**config.mk**
```make
export PLATFORM = sky130hd
export DESIGN_NAME = block_data_memory
export DESIGN_NICKNAME = d
export VERILOG_FILES = /design/src/rtl/mem_pkg.sv /design/src/rtl/mem_latency_counter.sv /design/src/rtl/block_data_memory.sv
export SDC_FILE = /design/constraint.sdc
export NUM_CORES = 2
export LEC_CHECK = 0
export ABC_AREA = 1
export ABC_CLOCK_PERIOD_IN_PS = 5350
export BUFFER_PORTS_ARGS = -buffer_cell sky130_fd_sc_hd__clkbuf_2
export CAP_MARGIN = 20
export CORE_MARGIN = 2
export CORE_UTILIZATION = 60
export DETAILED_ROUTE_END_ITERATION = 8
export PLACE_DENSITY = 0.8
export SYNTH_ARGS = -nofsm -noshare
export SYNTH_HDL_FRONTEND = slang
export SYNTH_SLANG_ARGS = --single-unit
```
**constraint.sdc**
```tcl
create_clock -name CLK -period 5.35 [get_ports CLK]
set_input_delay 0.535 -clock CLK [delete_from_list [all_inputs] [get_ports CLK]]
set_output_delay 0.535 -clock CLK [all_outputs]
set_load 0.01 [all_outputs]
```
**src/rtl/mem_pkg.sv**
```systemverilog
// rtl/mem_pkg.sv - shared types and constants for the block data memory
//
// Purpose: state/op enums, default geometry and counter width shared by
//          block_data_memory, mem_latency_counter and the cache controller.
// Ports:   none (package).
package mem_pkg;

  localparam int ADDR_W_DEF  = 6;
  localparam int DATA_W_DEF  = 32;
  localparam int BLOCK_BYTES = 4;
  localparam int CNT_W       = 4;

  typedef enum logic [1:0] {
    IDLE = 2'd0,
    BUSY = 2'd1,
    DONE = 2'd2
  } state_e;

  typedef enum logic {
    OP_READ  = 1'b0,
    OP_WRITE = 1'b1
  } op_e;

endpackage

```
**src/rtl/mem_latency_counter.sv**
```systemverilog
// rtl/mem_latency_counter.sv - load/decrement latency counter with zero flag
//
// Purpose: counts down the service latency of a memory transaction.
// Ports:   clk_i   - clock, rising edge
//          rst_ni  - asynchronous active-low reset
//          load_i  - load LATENCY-1 (has priority over dec_i)
//          dec_i   - decrement request, saturates at 0
//          zero_o  - counter currently equals 0
module mem_latency_counter
  import mem_pkg::*;
#(
  parameter int LATENCY = 5
) (
  input  logic clk_i,
  input  logic rst_ni,
  input  logic load_i,
  input  logic dec_i,
  output logic zero_o
);

  localparam logic [CNT_W-1:0] LOAD_VAL = CNT_W'(LATENCY - 1);

  logic [CNT_W-1:0] count_q;
  logic [CNT_W-1:0] count_d;

  // Decrement stops at zero, so the counter never wraps.
  always_comb begin
    count_d = count_q;
    if (load_i) begin
      count_d = LOAD_VAL;
    end else if (dec_i && (count_q != '0)) begin
      count_d = count_q - 1'b1;
    end
  end

  always_ff @(posedge clk_i or negedge rst_ni) begin
    if (!rst_ni) begin
      count_q <= '0;
    end else begin
      count_q <= count_d;
    end
  end

  assign zero_o = (count_q == '0);

endmodule

```
**src/rtl/block_data_memory.sv**
```systemverilog
// rtl/block_data_memory.sv - slow block backing store behind the cache controller
//
// Purpose: DEPTH x DATA_W block memory with a fixed LATENCY-cycle service
//          time and a BUSYWAIT handshake. LATENCY legal range is 1..15.
// Ports:   CLK       - clock, rising edge
//          RESET_N   - asynchronous active-low reset (clears every block)
//          READ      - read request level
//          WRITE     - write request level
//          ADDRESS   - block address
//          WRITEDATA - block to store
//          READDATA  - last block read, registered
//          BUSYWAIT  - request pending or in service
module block_data_memory
  import mem_pkg::*;
#(
  parameter int ADDR_W  = ADDR_W_DEF,
  parameter int DATA_W  = DATA_W_DEF,
  parameter int LATENCY = 5
) (
  input  logic              CLK,
  input  logic              RESET_N,
  input  logic              READ,
  input  logic              WRITE,
  input  logic [ADDR_W-1:0] ADDRESS,
  input  logic [DATA_W-1:0] WRITEDATA,
  output logic [DATA_W-1:0] READDATA,
  output logic              BUSYWAIT
);

  localparam int DEPTH = 2 ** ADDR_W;

  state_e            state_q;
  op_e               op_q;
  logic [ADDR_W-1:0] addr_q;
  logic [DATA_W-1:0] data_q;
  logic [DATA_W-1:0] rdata_q;
  logic [DATA_W-1:0] mem_q [DEPTH];

  logic valid_req;
  logic accept;
  logic cnt_zero;

  // Both strobes high is illegal and treated as no request at all.
  assign valid_req = READ ^ WRITE;
  assign accept    = (state_q == IDLE) && valid_req;

  mem_latency_counter #(
    .LATENCY(LATENCY)
  ) u_lat_cnt (
    .clk_i (CLK),
    .rst_ni(RESET_N),
    .load_i(accept),
    .dec_i (state_q == BUSY),
    .zero_o(cnt_zero)
  );

  // In IDLE busywait follows the request combinationally so the requester
  // stalls in the same cycle it asks; held low while in reset.
  assign BUSYWAIT = RESET_N && ((state_q == BUSY) || accept);
  assign READDATA = rdata_q;

  always_ff @(posedge CLK or negedge RESET_N) begin
    if (!RESET_N) begin
      state_q <= IDLE;
      op_q    <= OP_READ;
      addr_q  <= '0;
      data_q  <= '0;
      rdata_q <= '0;
      for (int i = 0; i < DEPTH; i++) begin
        mem_q[i] <= '0;
      end
    end else begin
      case (state_q)
        IDLE: begin
          // Request is captured here; later ADDRESS/WRITEDATA changes are ignored.
          if (valid_req) begin
            op_q    <= WRITE ? OP_WRITE : OP_READ;
            addr_q  <= ADDRESS;
            data_q  <= WRITEDATA;
            state_q <= BUSY;
          end
        end
        BUSY: begin
          if (cnt_zero) begin
            if (op_q == OP_READ) begin
              rdata_q <= mem_q[addr_q];
            end else begin
              mem_q[addr_q] <= data_q;
            end
            state_q <= DONE;
          end
        end
        DONE: begin
          // One request-blind cycle lets the requester drop its strobe.
          state_q <= IDLE;
        end
        default: begin
          state_q <= IDLE;
        end
      endcase
    end
  end

endmodule

```
==> results_dict.tcl <==
set metrics [dict create \
    crit_path_end "mem_q[725]" \
    placed_area_um2 100000 \
    drive_above_1_share_pct 5.99 \
    path_class "reg -> reg" \
    clockRootBuffer "clkbuf_16" \
    ys_warn_count 0 \
    dr.pass1.iters 8 \
    yosysUniqueCellTypes 28 \
    clk_pin_slew_ns 0.06 \
    synthTopCellsByArea "dfrtp_1 (54%), nand2_1 (29%), o21ai_0 (9.3%)" \
    fp.dieW_um 410 \
    clk-insertion-delay-late_ns 0.89 \
    cts_tree "built" \
    hold_slack_ns 0.139 \
    initial_core_util_pct 60.2 \
    htree_levels 4 \
    antenna_found_initial 13 \
    totalWireLength_mm 313 \
    maxCapViolCount 0 \
    rsz0062_at_grt "no" \
    place.gp.congestion 0.941 \
    tns_ns 0 \
    core-area_um2 164000 \
    grt_overflow_total 0 \
    routed_via_density 5.84 \
    dieHeight_um 410 \
    synth_area_um2 98900 \
    hold_violations 0 \
    critPathLaunch "addr_q[0]" \
    grt_max_degree 195 \
    fin_crit_sh_pct 76.3 \
    synth_top_cell_area_share_pct 53.7 \
    fmax_mhz 245 \
    avgSynthCellArea_um2 7.35 \
    slew_headroom_pct 20.7 \
    fin_nets 13000 \
    worst_pin_slew_ns 1.18 \
    final_area_um2 108000 \
    crit_required_ns 6.05 \
    area_growth_pct 8.73 \
    cts_buffer_depth 3 \
    power.density_nw_per_um2 492 \
    port_buffers 74 \
    grt_pass1_wl_mm 490 \
    cp_data_arrival_time_ns 4.78 \
    rows 149 \
    ir_worst_vdd_v 0.000954 \
    syn_nets 13500 \
    critPathCaptureType "flip-flop" \
    min_path_type "in -> reg" \
    dp.final_hpwl_mm 173 \
    synth-seq-cells 2125 \
    vias 89400 \
    grt_pass1_vias 85500 \
    leakage_uw 0.0563 \
    setup_viol 0 \
    drc 0 \
    die_area_um2 168000 \
    worstReg2RegStart "addr_q[0]" \
    r2r_end "mem_q[725]" \
    yosysSeqAreaShare_pct 53.7 \
    reg2reg_depth 6 \
    crit_fanout 116 \
    finalClockSkew_ns 0.0348 \
    ant_nets 0 \
    cts_made_buffers 209 \
    status "finished, final reports clean" \
    syn_inst 13500 \
    clkSinkCount 2125 \
    min_period_ns 4.08 \
    start_kind "flip-flop" \
    yosysTopAreaCell "dfrtp_1" \
    track_usage_pct 37.4 \
    drt_iter0_drc 12400 \
    cts_setup_buffers 0 \
    ff2ff_setup_slack_ns 1.27 \
    ioPinCount 75 \
    fill_cells 13400 \
    wire_per_inst_um 20.5 \
    maxSlewViolCount 0 \
]
-- cells by family after synthesis --
kind of cell	share of synthesized area, %
flip-flops	53.7
adder cells (fa/ha/maj)	0.0253
AND/OR/NAND/NOR	30.9
AO/OA/AOI/OAI	10.7
buffers and inverters	4.57
-- flip-flops by register name, indices dropped and copies added, names as in the netlist --
name,flops
addr_q,6
u_lat_cnt.count_q,4
mem_q,2048
state_q,2
READDATA,32
data_q,32
op_q,1
-- cells in the final DEF, fill, tap and decap left out, drive strengths merged, types with 34 or more instances in the layout --
| cell | n |
|---|---|
| nor2 | 121 |
| nand3 | 48 |
| clkinv | 57 |
| dlygate4sd3 | 37 |
| nand2 | 7815 |
| inv | 121 |
| buf | 203 |
| dfrtp | 2125 |
| o21ai | 2058 |
| a21oi | 49 |
| or2 | 34 |
| clkbuf | 399 |
-- critical path: stages (launching register included) --
cell	delay [ns]
dfrtp_4	0.80
inv_8	0.36
nor4_4	1.06
nand2_2	0.93
buf_4	0.46
nand2_1	0.09
o21ai_0	0.11
-- layer usage --
layer	wire length (µm)	up-vias	GRT usage, %
li1	-	40800	-
met1	119000	42300	49.6
met2	134000	5334	55.0
met3	41300	974	11.4
met4	18900	10	20.7
met5	115	-	0
-- synthesized netlist by cell type --
master    count
a21boi_0      4
buf_4         2
nand4_1       2
dfrtp_1    2125
clkbuf_1    932
or2_2        34
buf_1        41
ha_1          2
and3_1        1
inv_2         1
nor3_1        8
nand2_4       1
nand2_2      50
nand3b_1      1
nor3_4        1
o21ai_0    1836
buf_2        78
nand3_1      48
nor4_4        6
nand2_1    7764
nor3_2        1
nor2_4        1
o21ai_1     222
nor2_1      120
o211ai_1      4
a21oi_1      49
inv_1       123
o21a_1        1
-- worst min path at each step --
stage	depth (start not counted)	endpoint	start	slack, ns
3_3_place_gp	1	u_lat_cnt.count_q[3]	u_lat_cnt.count_q[3]	0.46
6_report	3	addr_q[3]	ADDRESS[3]	0.14
2_1_floorplan	0	READDATA[0]	RESET_N	0.24
5_1_grt	3	addr_q[4]	ADDRESS[4]	0.11
4_1_cts	3	addr_q[3]	ADDRESS[3]	0.06
3_5_place_dp	1	u_lat_cnt.count_q[3]	u_lat_cnt.count_q[3]	0.46
-- layout make-up --
class | instances | area, µm² | share of cell area, %
diodes | 4 | 10.0 | 0.00930
clock buffers | 326 | 6520 | 6.06
clock inverters | 65 | 627 | 0.583
inverters | 124 | 498 | 0.463
multi-input cells | 10200 | 41300 | 38.4
flip-flops and latches | 2125 | 53200 | 49.4
well taps | 2189 | 2740 | 2.55
repair buffers | 313 | 2670 | 2.48
-- metrics by stage --
stage          power, µW  instances  util, %  worst slack [ns]
3_3_place_gp       36800      14900     60.8              1.54
2_1_floorplan      30900      13500        -              3.17
4_1_cts            52400      15300     65.4              1.46
6_report           53000      15300     65.4              1.27
3_5_place_dp       37200      14900     60.8              1.45
5_1_grt            55200      15300     65.4              1.22
-- power breakdown --
group / total [µW] / switching [µW] / leakage (µW) / internal, µW
Sequential: 21000 / 1900 / 0.0292 / 19100
Clock: 15200 / 6470 / 0.00356 / 8730
Combinational: 16800 / 13100 / 0.0235 / 3660
-- timing repair --
action	CTS	global route
endpoints found under the hold margin	137	0
resized for setup	0	0
hold buffers	37	0
Note: power is estimated with default switching activity, not from simulation.
